### src/rtl/mipi_lane_deskew_if.sv
// Lane-side inputs and word-side outputs of the lane deskewer.
interface mipi_lane_deskew_if;
   logic [1:0]  I_lane_num;
   logic        I_ch0_valid;
   logic        I_ch1_valid;
   logic        I_ch2_valid;
   logic        I_ch3_valid;
   logic [7:0]  I_ch0_data;
   logic [7:0]  I_ch1_data;
   logic [7:0]  I_ch2_data;
   logic [7:0]  I_ch3_data;
   logic [3:0]  I_lane_error;
   logic        O_valid;
   logic [31:0] O_data;
   logic        O_skew_error;
   logic        O_busy;

   modport master (
      output I_lane_num, I_ch0_valid, I_ch1_valid, I_ch2_valid, I_ch3_valid,
             I_ch0_data, I_ch1_data, I_ch2_data, I_ch3_data, I_lane_error,
      input  O_valid, O_data, O_skew_error, O_busy
   );

   modport slave (
      input  I_lane_num, I_ch0_valid, I_ch1_valid, I_ch2_valid, I_ch3_valid,
             I_ch0_data, I_ch1_data, I_ch2_data, I_ch3_data, I_lane_error,
      output O_valid, O_data, O_skew_error, O_busy
   );
endinterface

### src/rtl/mipi_lane_deskew.sv
// Realigns up to four MIPI data lanes into 32-bit words using one byte FIFO per lane.
// state    | meaning
// IDLE     | no packet in flight; lane count sampled here
// WAIT_ALL | first bytes buffered, waiting for every active lane to hold data
// STREAM   | one aligned rank popped per cycle while all active lanes hold data
// ERROR    | one-cycle skew error pulse, FIFOs flushed
// DRAIN    | input discarded until all active lanes go quiet
module mipi_lane_deskew #(
   parameter int FIFO_DEPTH = 8,
   parameter int TIMEOUT    = 16
) (
   input  logic              I_clk,
   input  logic              I_rst_n,
   mipi_lane_deskew_if.slave bus
);

   localparam int AW = $clog2(FIFO_DEPTH);
   localparam int CW = AW + 1;
   localparam int TW = $clog2(TIMEOUT) + 1;
   localparam logic [CW-1:0] CFULL = CW'(FIFO_DEPTH);
   localparam logic [TW-1:0] TMAX  = TW'(TIMEOUT - 1);

   typedef enum logic [2:0] {
      S_IDLE,
      S_WAIT_ALL,
      S_STREAM,
      S_ERROR,
      S_DRAIN
   } state_t;

   state_t           state_q, state_d;
   logic [1:0]       lane_num_q;
   logic [TW-1:0]    tmr_q, tmr_d;
   logic             valid_q;
   logic [31:0]      data_q, data_d;
   logic             skew_q;
   logic             busy_q;

   logic [7:0]       mem_q    [4][FIFO_DEPTH];
   logic [AW-1:0]    wr_ptr_q [4];
   logic [AW-1:0]    rd_ptr_q [4];
   logic [CW-1:0]    cnt_q    [4];

   logic [3:0]       act;
   logic [3:0]       ch_valid;
   logic [3:0][7:0]  ch_data;
   logic [3:0]       ne, full;
   logic [3:0]       wr_req, wr_en, pop_v;
   logic             all_ne, any_ne, accept;
   logic             pop_cand, pop, lane_err, ovf, err_evt;

   function automatic logic [3:0] lane_mask(input logic [1:0] num);
      case (num)
         2'd0:    lane_mask = 4'b0001;
         2'd1:    lane_mask = 4'b0011;
         default: lane_mask = 4'b1111;
      endcase
   endfunction

   assign ch_valid = {bus.I_ch3_valid, bus.I_ch2_valid, bus.I_ch1_valid, bus.I_ch0_valid};
   assign ch_data  = {bus.I_ch3_data, bus.I_ch2_data, bus.I_ch1_data, bus.I_ch0_data};

   // In IDLE the live lane count governs the first write; elsewhere the latched one does.
   assign act = lane_mask((state_q == S_IDLE) ? bus.I_lane_num : lane_num_q);

   always_comb begin
      ne   = '0;
      full = '0;
      for (int n = 0; n < 4; n++) begin
         ne[n]   = (cnt_q[n] != '0);
         full[n] = (cnt_q[n] == CFULL);
      end
   end

   assign all_ne   = ((ne & act) == act);
   assign any_ne   = |(ne & act);
   assign accept   = (state_q == S_IDLE) || (state_q == S_WAIT_ALL) || (state_q == S_STREAM);
   assign wr_req   = ch_valid & act & {4{accept}};
   assign pop_cand = (state_q == S_STREAM) && all_ne;
   assign lane_err = ((state_q == S_WAIT_ALL) || (state_q == S_STREAM)) && |(bus.I_lane_error & act);
   assign ovf      = |(wr_req & full & ~({4{pop_cand}} & act));
   assign pop      = pop_cand && !lane_err && !ovf;
   assign pop_v    = {4{pop}} & act;
   assign wr_en    = wr_req & (~full | pop_v) & {4{!err_evt}};

   always_comb begin
      data_d = '0;
      for (int n = 0; n < 4; n++) begin
         data_d[8*n +: 8] = act[n] ? mem_q[n][rd_ptr_q[n]] : 8'h00;
      end
   end

   always_comb begin
      state_d = state_q;
      tmr_d   = tmr_q;
      err_evt = 1'b0;
      case (state_q)
         S_IDLE: begin
            if (|wr_req) begin
               state_d = S_WAIT_ALL;
               tmr_d   = TMAX;
            end
         end
         S_WAIT_ALL: begin
            if (lane_err || ovf) begin
               err_evt = 1'b1;
            end else if (all_ne) begin
               state_d = S_STREAM;
               tmr_d   = TMAX;
            end else if (tmr_q == '0) begin
               err_evt = 1'b1;
            end else begin
               tmr_d = tmr_q - TW'(1);
            end
         end
         S_STREAM: begin
            if (lane_err || ovf) begin
               err_evt = 1'b1;
            end else if (pop_cand) begin
               tmr_d = TMAX;
            end else if (any_ne) begin
               if (tmr_q == '0) err_evt = 1'b1;
               else             tmr_d = tmr_q - TW'(1);
            end else if (!(|wr_req)) begin
               state_d = S_IDLE;
            end
         end
         S_ERROR: state_d = S_DRAIN;
         S_DRAIN: begin
            if (!(|(ch_valid & act))) state_d = S_IDLE;
         end
         default: state_d = S_IDLE;
      endcase
      if (err_evt) begin
         state_d = S_ERROR;
         tmr_d   = '0;
      end
   end

   always_ff @(posedge I_clk or negedge I_rst_n) begin
      if (!I_rst_n) begin
         state_q    <= S_IDLE;
         lane_num_q <= 2'd3;
         tmr_q      <= '0;
         valid_q    <= 1'b0;
         data_q     <= '0;
         skew_q     <= 1'b0;
         busy_q     <= 1'b0;
         for (int n = 0; n < 4; n++) begin
            cnt_q[n]    <= '0;
            wr_ptr_q[n] <= '0;
            rd_ptr_q[n] <= '0;
         end
      end else begin
         state_q <= state_d;
         tmr_q   <= tmr_d;
         valid_q <= pop;
         skew_q  <= err_evt;
         busy_q  <= (state_d != S_IDLE);
         if (state_q == S_IDLE) lane_num_q <= bus.I_lane_num;
         if (pop) data_q <= data_d;
         for (int n = 0; n < 4; n++) begin
            if (err_evt) begin
               cnt_q[n]    <= '0;
               wr_ptr_q[n] <= '0;
               rd_ptr_q[n] <= '0;
            end else begin
               if (wr_en[n]) wr_ptr_q[n] <= wr_ptr_q[n] + AW'(1);
               if (pop_v[n]) rd_ptr_q[n] <= rd_ptr_q[n] + AW'(1);
               cnt_q[n] <= cnt_q[n] + CW'(wr_en[n]) - CW'(pop_v[n]);
            end
         end
      end
   end

   always_ff @(posedge I_clk) begin
      for (int n = 0; n < 4; n++) begin
         if (wr_en[n]) mem_q[n][wr_ptr_q[n]] <= ch_data[n];
      end
   end

   assign bus.O_valid      = valid_q;
   assign bus.O_data       = data_q;
   assign bus.O_skew_error = skew_q;
   assign bus.O_busy       = busy_q;

endmodule

### src/flat_wrapper.sv
// flat-port wrapper written by rule: the top's interface ports become plain ports
module mipi_lane_deskew_flat 
#(
   parameter int FIFO_DEPTH = 8,
   parameter int TIMEOUT    = 16
)
  (I_clk, I_rst_n, bus_I_lane_num, bus_I_ch0_valid, bus_I_ch1_valid, bus_I_ch2_valid, bus_I_ch3_valid, bus_I_ch0_data, bus_I_ch1_data, bus_I_ch2_data, bus_I_ch3_data, bus_I_lane_error, bus_O_valid, bus_O_data, bus_O_skew_error, bus_O_busy);
  mipi_lane_deskew_if bus_i ();
  input  logic I_clk;
  input  logic I_rst_n;
  input wire logic [$bits(bus_i.I_lane_num)-1:0] bus_I_lane_num;
  input wire logic [$bits(bus_i.I_ch0_valid)-1:0] bus_I_ch0_valid;
  input wire logic [$bits(bus_i.I_ch1_valid)-1:0] bus_I_ch1_valid;
  input wire logic [$bits(bus_i.I_ch2_valid)-1:0] bus_I_ch2_valid;
  input wire logic [$bits(bus_i.I_ch3_valid)-1:0] bus_I_ch3_valid;
  input wire logic [$bits(bus_i.I_ch0_data)-1:0] bus_I_ch0_data;
  input wire logic [$bits(bus_i.I_ch1_data)-1:0] bus_I_ch1_data;
  input wire logic [$bits(bus_i.I_ch2_data)-1:0] bus_I_ch2_data;
  input wire logic [$bits(bus_i.I_ch3_data)-1:0] bus_I_ch3_data;
  input wire logic [$bits(bus_i.I_lane_error)-1:0] bus_I_lane_error;
  output wire logic [$bits(bus_i.O_valid)-1:0] bus_O_valid;
  output wire logic [$bits(bus_i.O_data)-1:0] bus_O_data;
  output wire logic [$bits(bus_i.O_skew_error)-1:0] bus_O_skew_error;
  output wire logic [$bits(bus_i.O_busy)-1:0] bus_O_busy;
  assign bus_i.I_lane_num = bus_I_lane_num;
  assign bus_i.I_ch0_valid = bus_I_ch0_valid;
  assign bus_i.I_ch1_valid = bus_I_ch1_valid;
  assign bus_i.I_ch2_valid = bus_I_ch2_valid;
  assign bus_i.I_ch3_valid = bus_I_ch3_valid;
  assign bus_i.I_ch0_data = bus_I_ch0_data;
  assign bus_i.I_ch1_data = bus_I_ch1_data;
  assign bus_i.I_ch2_data = bus_I_ch2_data;
  assign bus_i.I_ch3_data = bus_I_ch3_data;
  assign bus_i.I_lane_error = bus_I_lane_error;
  assign bus_O_valid = bus_i.O_valid;
  assign bus_O_data = bus_i.O_data;
  assign bus_O_skew_error = bus_i.O_skew_error;
  assign bus_O_busy = bus_i.O_busy;
  mipi_lane_deskew #(.FIFO_DEPTH(FIFO_DEPTH), .TIMEOUT(TIMEOUT)) u_core (.I_clk(I_clk), .I_rst_n(I_rst_n), .bus(bus_i));
endmodule
### config.mk
export PLATFORM = sky130hd
export DESIGN_NAME = mipi_lane_deskew_flat
export DESIGN_NICKNAME = d
export VERILOG_FILES = /design/src/rtl/mipi_lane_deskew_if.sv /design/src/rtl/mipi_lane_deskew.sv /design/src/flat_wrapper.sv
export SDC_FILE = /design/constraint.sdc
export NUM_CORES = 1
export LEC_CHECK = 0
export BUFFER_PORTS_ARGS = -buffer_cell sky130_fd_sc_hd__buf_2
export CORE_MARGIN = 8
export CORE_UTILIZATION = 61
export DETAILED_ROUTE_END_ITERATION = 12
export GPL_TIMING_DRIVEN = 0
export PLACE_DENSITY_LB_ADDON = 0.05
export SLEW_MARGIN = 30
export SYNTH_ARGS = -nofsm -noshare
export SYNTH_HDL_FRONTEND = slang
export SYNTH_SLANG_ARGS = --single-unit
### constraint.sdc
create_clock -name I_clk -period 3.7 [get_ports I_clk]
set_input_delay 0.37 -clock I_clk [delete_from_list [all_inputs] [get_ports I_clk]]
set_output_delay 0.37 -clock I_clk [all_outputs]
set_load 0.01 [all_outputs]
; Word-level counts from Yosys, hierarchy flattened
; Memories as Yosys holds them, arrays and structs flattened.
; Cells that the tools add are included.
[totals]
input_bits = 44
latch_bits = 0
mem_count = 1
regBits = 85
ram_bits = 256
romBits = 0
[memory_table]
columns = name, words, word_bits, read_ports, rd_ports_with_merged_regs, wr, line
row1 = u_core.mem_q, 4, 64, 4, 0, 4, mipi_lane_deskew.sv:39  ; logic [7:0] mem_q [4][FIFO_DEPTH];
[op_classes]
n_reduce_logical = 38
addsub = 17
div = 0
n_shift = 0
n_eq_ne = 14
multipliers = 0
order_cmp = 12
muxes = 80
bitwise = 21
[ops]
columns = op, n
row1 = $mux 64, 4
row2 = $mux 8, 16
row3 = $bmux 8 s3, 4
row4 = $demux 8 s3, 4
row5 = $mux 3, 25
row6 = $and 4x4->4, 10
row7 = $mux 5, 8
row8 = $ge 4x4->1 const B, 8
row9 = $not 3->4, 8
row10 = $add 3x1->3 const B, 8
row11 = $reduce_bool 4->1, 5
row12 = $reduce_or 4->1, 5
row13 = $add 4x1->4, 4
row14 = $eq 4x4->1 const B, 4
row15 = $lt 4x1->1 const B, 4
row16 = $mux 4, 4
row17 = $reduce_bool 2->1, 8
row18 = $sub 4x1->4, 4
row19 = $pmux 3 s5, 1
row20 = $pmux 5 s3, 1
row21 = $mux 1, 10
row22 = $ne 3x2->1 const B, 3
row23 = $logic_and 1x1->1, 8
row24 = $not 4->4, 2
row25 = other kinds (18), 24

; Depth between registers and ports, before layout
[depth]
word_depth = 20
ltp_mapped = 16

; Least setup slack after synthesis
; Ideal clock, no wire load.
[synth_path]
path_kind = flip-flop to flip-flop
start = register u_core.tmr_q[0]
end = register u_core.cnt_q[6] in the netlist's numbering
setup_time_ns = 0.119
path_slack_ns = 0.496
path_stages_with_launch = 15
arrival_time_ns = 3.086
required_time_ns = 3.581
period_less_slack_ns = 3.204
cell_sequence = dfrtp_1 > inv_1 > ha_1 > or3b_2 > or2_2 > a2111o_1 > o211a_4 > inv_2 > buf_6 > buf_6 > nor2_1 > ha_1 > fa_1 > xnor2_1 > nor2_1
[synth_between]
elab_chain_len = 11
[synth_lines]
columns = element, line
row1 = "start, declared", mipi_lane_deskew.sv:33  ; logic [TW-1:0] tmr_q, tmr_d;
row2 = "start signal, assigned", mipi_lane_deskew.sv:156  ; tmr_q <= tmr_d;
row3 = $logic_not 5->1 *, "mipi_lane_deskew.sv:110, mipi_lane_deskew.sv:122"
row4 = $mux 1 *, "mipi_lane_deskew.sv:110, mipi_lane_deskew.sv:122"
row5 = $mux 1, mipi_lane_deskew.sv:121  ; end else if (any_ne) begin
row6 = $mux 1, mipi_lane_deskew.sv:119  ; end else if (pop_cand) begin
row7 = $mux 1, mipi_lane_deskew.sv:117  ; if (lane_err || ovf) begin
row8 = $pmux 1 s2 *, mipi_lane_deskew.sv:97  ; case (state_q)
row9 = named net u_core.err_evt, mipi_lane_deskew.sv:50  ; logic pop_cand, pop, lane_err, ovf, err_evt;
row10 = $logic_not 1->1, mipi_lane_deskew.sv:84  ; assign wr_en = wr_req & (~full | pop_v) & {4{!err_evt}};
row11 = $and 4x4->4, mipi_lane_deskew.sv:84
row12 = $add 4x1->4, mipi_lane_deskew.sv:170  ; cnt_q[n] <= cnt_q[n] + CW'(wr_en[n]) - CW'(pop_v[n]);
row13 = $sub 4x1->4, mipi_lane_deskew.sv:170
row14 = $mux 4 *, mipi_lane_deskew.sv:163  ; if (err_evt) begin
row15 = "end signal, assigned by index", mipi_lane_deskew.sv:170
row16 = "end, declared", mipi_lane_deskew.sv:42  ; logic [CW-1:0] cnt_q [4];
; Mark *: on every way through the listed nets, which the timed path passes. The rest lies on a longest branch.
; A chain may end at the register's enable or synchronous reset.

==> flow_summary.ini <==
[timing]
whs_ns = 0.131
max_freq_mhz = 281
maxSlewHeadroom = 0.378
worst_pin_slew_ns = 0.930
fin_skew_ns = 0.0146
hold_viol = 0
period_needed_ns = 3.55
final_max_slew_viol_count = 0
rsz0062_at_grt = yes
finalCritPeriodShare = 0.961
finalSetupViolCount = 0

[grt]
met1_usage = 0.257
grt_first_pass_wirelength_mm = 45.1
grtUsageMet3 = 0.0409
grt_pass1_vias = 8313
grt_use_met2 = 0.350
overflow = 0
grt_max_degree = 68
grt.busiest_layer = met2
grt_usage = 0.205
antenna_found_initial = 0

[logic_synthesis]
postSynthAreaPerCell_um2 = 16.7
synthAdderAreaFrac = 0.0325
synth_xor_xnor_area_share = 0.0134
ys_seq_elements = 341
syn_inst = 859
yosys.area_share.simple = 0.0687
muxShareOfSynthArea = 0.126
yosysSeqAreaShare = 0.682
syn-num-nets = 938
synth_compound_area_frac = 0.0524
synth_edf_count = 256
yosys_warnings = 0
synthFlopType = edfxtp_1
ys_types = 75
synth_top_family_by_area = multiplexers
synthArstFlopShare = 0.249
synth_area_mm2 = 0.0144

[power]
pwr-share-comb = 0.316
internal-power_mw = 8.23
netSwitchingPower_mw = 3.90
p_clk_frac = 0.279
seq_power_share = 0.404
p_leak_nw = 5.88
switching_share = 0.322
power_density_mw_per_mm2 = 739
peakVddDrop_mv = 0.558

[final_layout]
syn2layout_area_growth_pct = 14.1
nFillCells = 1561
final_cell_mix = 256 x edfxtp_1, 86 x buf_2, 83 x dfrtp_1, 64 x mux4_2, 59 x nand2_1
layout_commonest_cell = edfxtp_1
num-nets-final = 1056
postLayoutCoreUtil = 0.704
drive_above_1_share = 0.266
diodes = 0

[worst_hold_path]
hold_class = input pin to flop
worstHoldPathCells = 1

[setup_path]
worstSetupStartpointType = flop
arrival_ns = 3.67
rr_worst_depth = 10
path_class = flop to flop
worstSetupEndpointType = flop
critPathMaxFanout = 9
required_ns = 3.82

[placed_design]
routabilityCongestion = 0.851
portBuffers = 78
place_hpwl_mm = 19.4

[floorplan]
coreArea_mm2 = 0.0233
die_y_um = 170
initial_core_util = 0.617
rows = 56
die_area_mm2 = 0.0288
die_x_um = 170
ioPinCount = 79

[job]
maxCapViolations = 0

[routing]
via_per_inst = 5.90
post_drt_wl_per_cell_um = 21.7
drcViolationCount = 0
ant_nets = 0
drtIter0Drc = 536
drtPass1Iterations = 5
routed_wl_mm = 28.7
vias = 7795

[clock_network]
cts_root_buf = clkbuf_16
tritoncts = done
clock_latency_ns = 0.51
cts_made_buffers = 36
post_cts_buffers = 0
clock_path_buffers = 3
htreeDepth = 2
clk_pin_slew_worst_paths_ns = 0.06
clkSinkCount = 341

[outcome]
status = finished clean
==> stage by stage <==
stage | worst slack, ns | total power, mW | std cells | area [um^2] | TNS, ns
finish | 0.146 | 12.1 | 1322 | 16400 | 0
floorplan | 0.496 | 7.67 | 859 | 14400 | 0
global placement | -0.118 | 8.61 | 1256 | 15200 | -1.32
CTS | 0.0690 | 12.2 | 1322 | 16400 | 0
global route | -0.0336 | 12.8 | 1322 | 16400 | -0.467
detailed placement | 0.0878 | 8.82 | 1257 | 15200 | 0
==> routing by layer <==
| metal | up-vias | routed length, um |
|---|---|---|
| met1 | 3989 | 11700 |
| met5 | - | 0 |
| met2 | 211 | 14700 |
| li1 | 3529 | - |
| met3 | 66 | 1490 |
| met4 | 0 | 792 |
==> worst max-delay path, cell delays in order, from the launching register on <==
cell,delay (ns)
dfrtp_1,0.32
inv_1,0.07
ha_1,0.19
nor3b_1,0.17
or4_1,0.58
o31ai_4,0.15
nand3_4,0.24
inv_4,0.15
o211ai_2,0.15
or3_4,0.40
nor2_1,0.73
==> final cells by class <==
type / count / area [um^2] / share of cell area
sequential: 341 / 9820 / 0.598
multi-input combinational: 452 / 4290 / 0.262
clock buffer: 48 / 987 / 0.0601
timing repair buffer: 80 / 434 / 0.0264
tap: 319 / 399 / 0.0243
buffer: 40 / 249 / 0.0152
clock inverter: 16 / 133 / 0.00808
inverter: 26 / 105 / 0.00640
==> worst paths after layout <==
| path | startpoint | endpoint | slack (ns) |
|---|---|---|---|
| min in group asynchronous | I_rst_n | u_core.cnt_q[11]$_DFF_PN0_ | 0.29 |
| min reg2reg | u_core.bus.O_data[9]$_DFFE_PN0N_ | u_core.bus.O_data[9]$_DFFE_PN0N_ | 0.47 |
| max reg2reg | u_core.cnt_q[10]$_DFF_PN0_ | u_core.mem_q[2][43]$_DFFE_PP_ | 0.15 |
| max | u_core.cnt_q[10]$_DFF_PN0_ | u_core.mem_q[2][43]$_DFFE_PP_ | 0.15 |
| max in group asynchronous | I_rst_n | u_core.lane_num_q[1]$_DFF_PN1_ | 2.78 |
| min | bus_I_ch1_data[1] | u_core.mem_q[1][9]$_DFFE_PP_ | 0.13 |
==> flip-flops by register name, indices dropped and copies added (netlist names) <==
| register | count |
|---|---|
| u_core.cnt_q | 16 |
| u_core.bus.O_valid | 1 |
| u_core.bus.O_data | 32 |
| u_core.mem_q | 256 |
| u_core.bus.O_skew_error | 1 |
| u_core.rd_ptr_q | 12 |
| u_core.bus.O_busy | 1 |
| u_core.tmr_q | 5 |
| u_core.wr_ptr_q | 12 |
| u_core.lane_num_q | 2 |
| u_core.state_q | 3 |
==> repair_timing <==
| action | CTS | global route |
|---|---|---|
| setup endpoints to repair | 0 | 101 |
| resized for setup | 0 | 13 |
| hold buffers | 1 | 0 |
| hold endpoints to repair | 18 | 0 |
==> cells by family (layout without fill, tap and decap cells) <==
family,after synthesis,in the layout
multiplexers,101,101
AND/OR/NAND/NOR,199,199
flip-flops,341,341
XOR/XNOR,22,22
adder cells (fa/ha/maj),35,35
buffers and inverters,66,210
AO/OA/AOI/OAI,95,95
==> synthesized netlist by cell type, types with 12 or more instances <==
cell	number	area (um^2)
ha_1	31	388
edfxtp_1	256	7690
mux4_2	64	1440
xnor2_1	15	131
mux2i_1	36	360
nand2_1	59	221
a21oi_1	18	90.1
inv_1	23	86.3
nand3_1	12	60.1
o31ai_1	24	180
dfrtp_1	83	2080
nor2_1	64	240
==> power groups by stage <==
| stage | Sequential, mW | Clock [mW] | Combinational (mW) |
|---|---|---|---|
| floorplan | 4.95 | 0 | 2.71 |
| global placement | 4.93 | 0 | 3.68 |
| CTS | 4.90 | 3.45 | 3.87 |
| global route | 4.95 | 3.60 | 4.22 |
| finish | 4.91 | 3.39 | 3.84 |
| detailed placement | 4.97 | 0 | 3.85 |
Note: power is estimated with default switching activity, not from simulation.
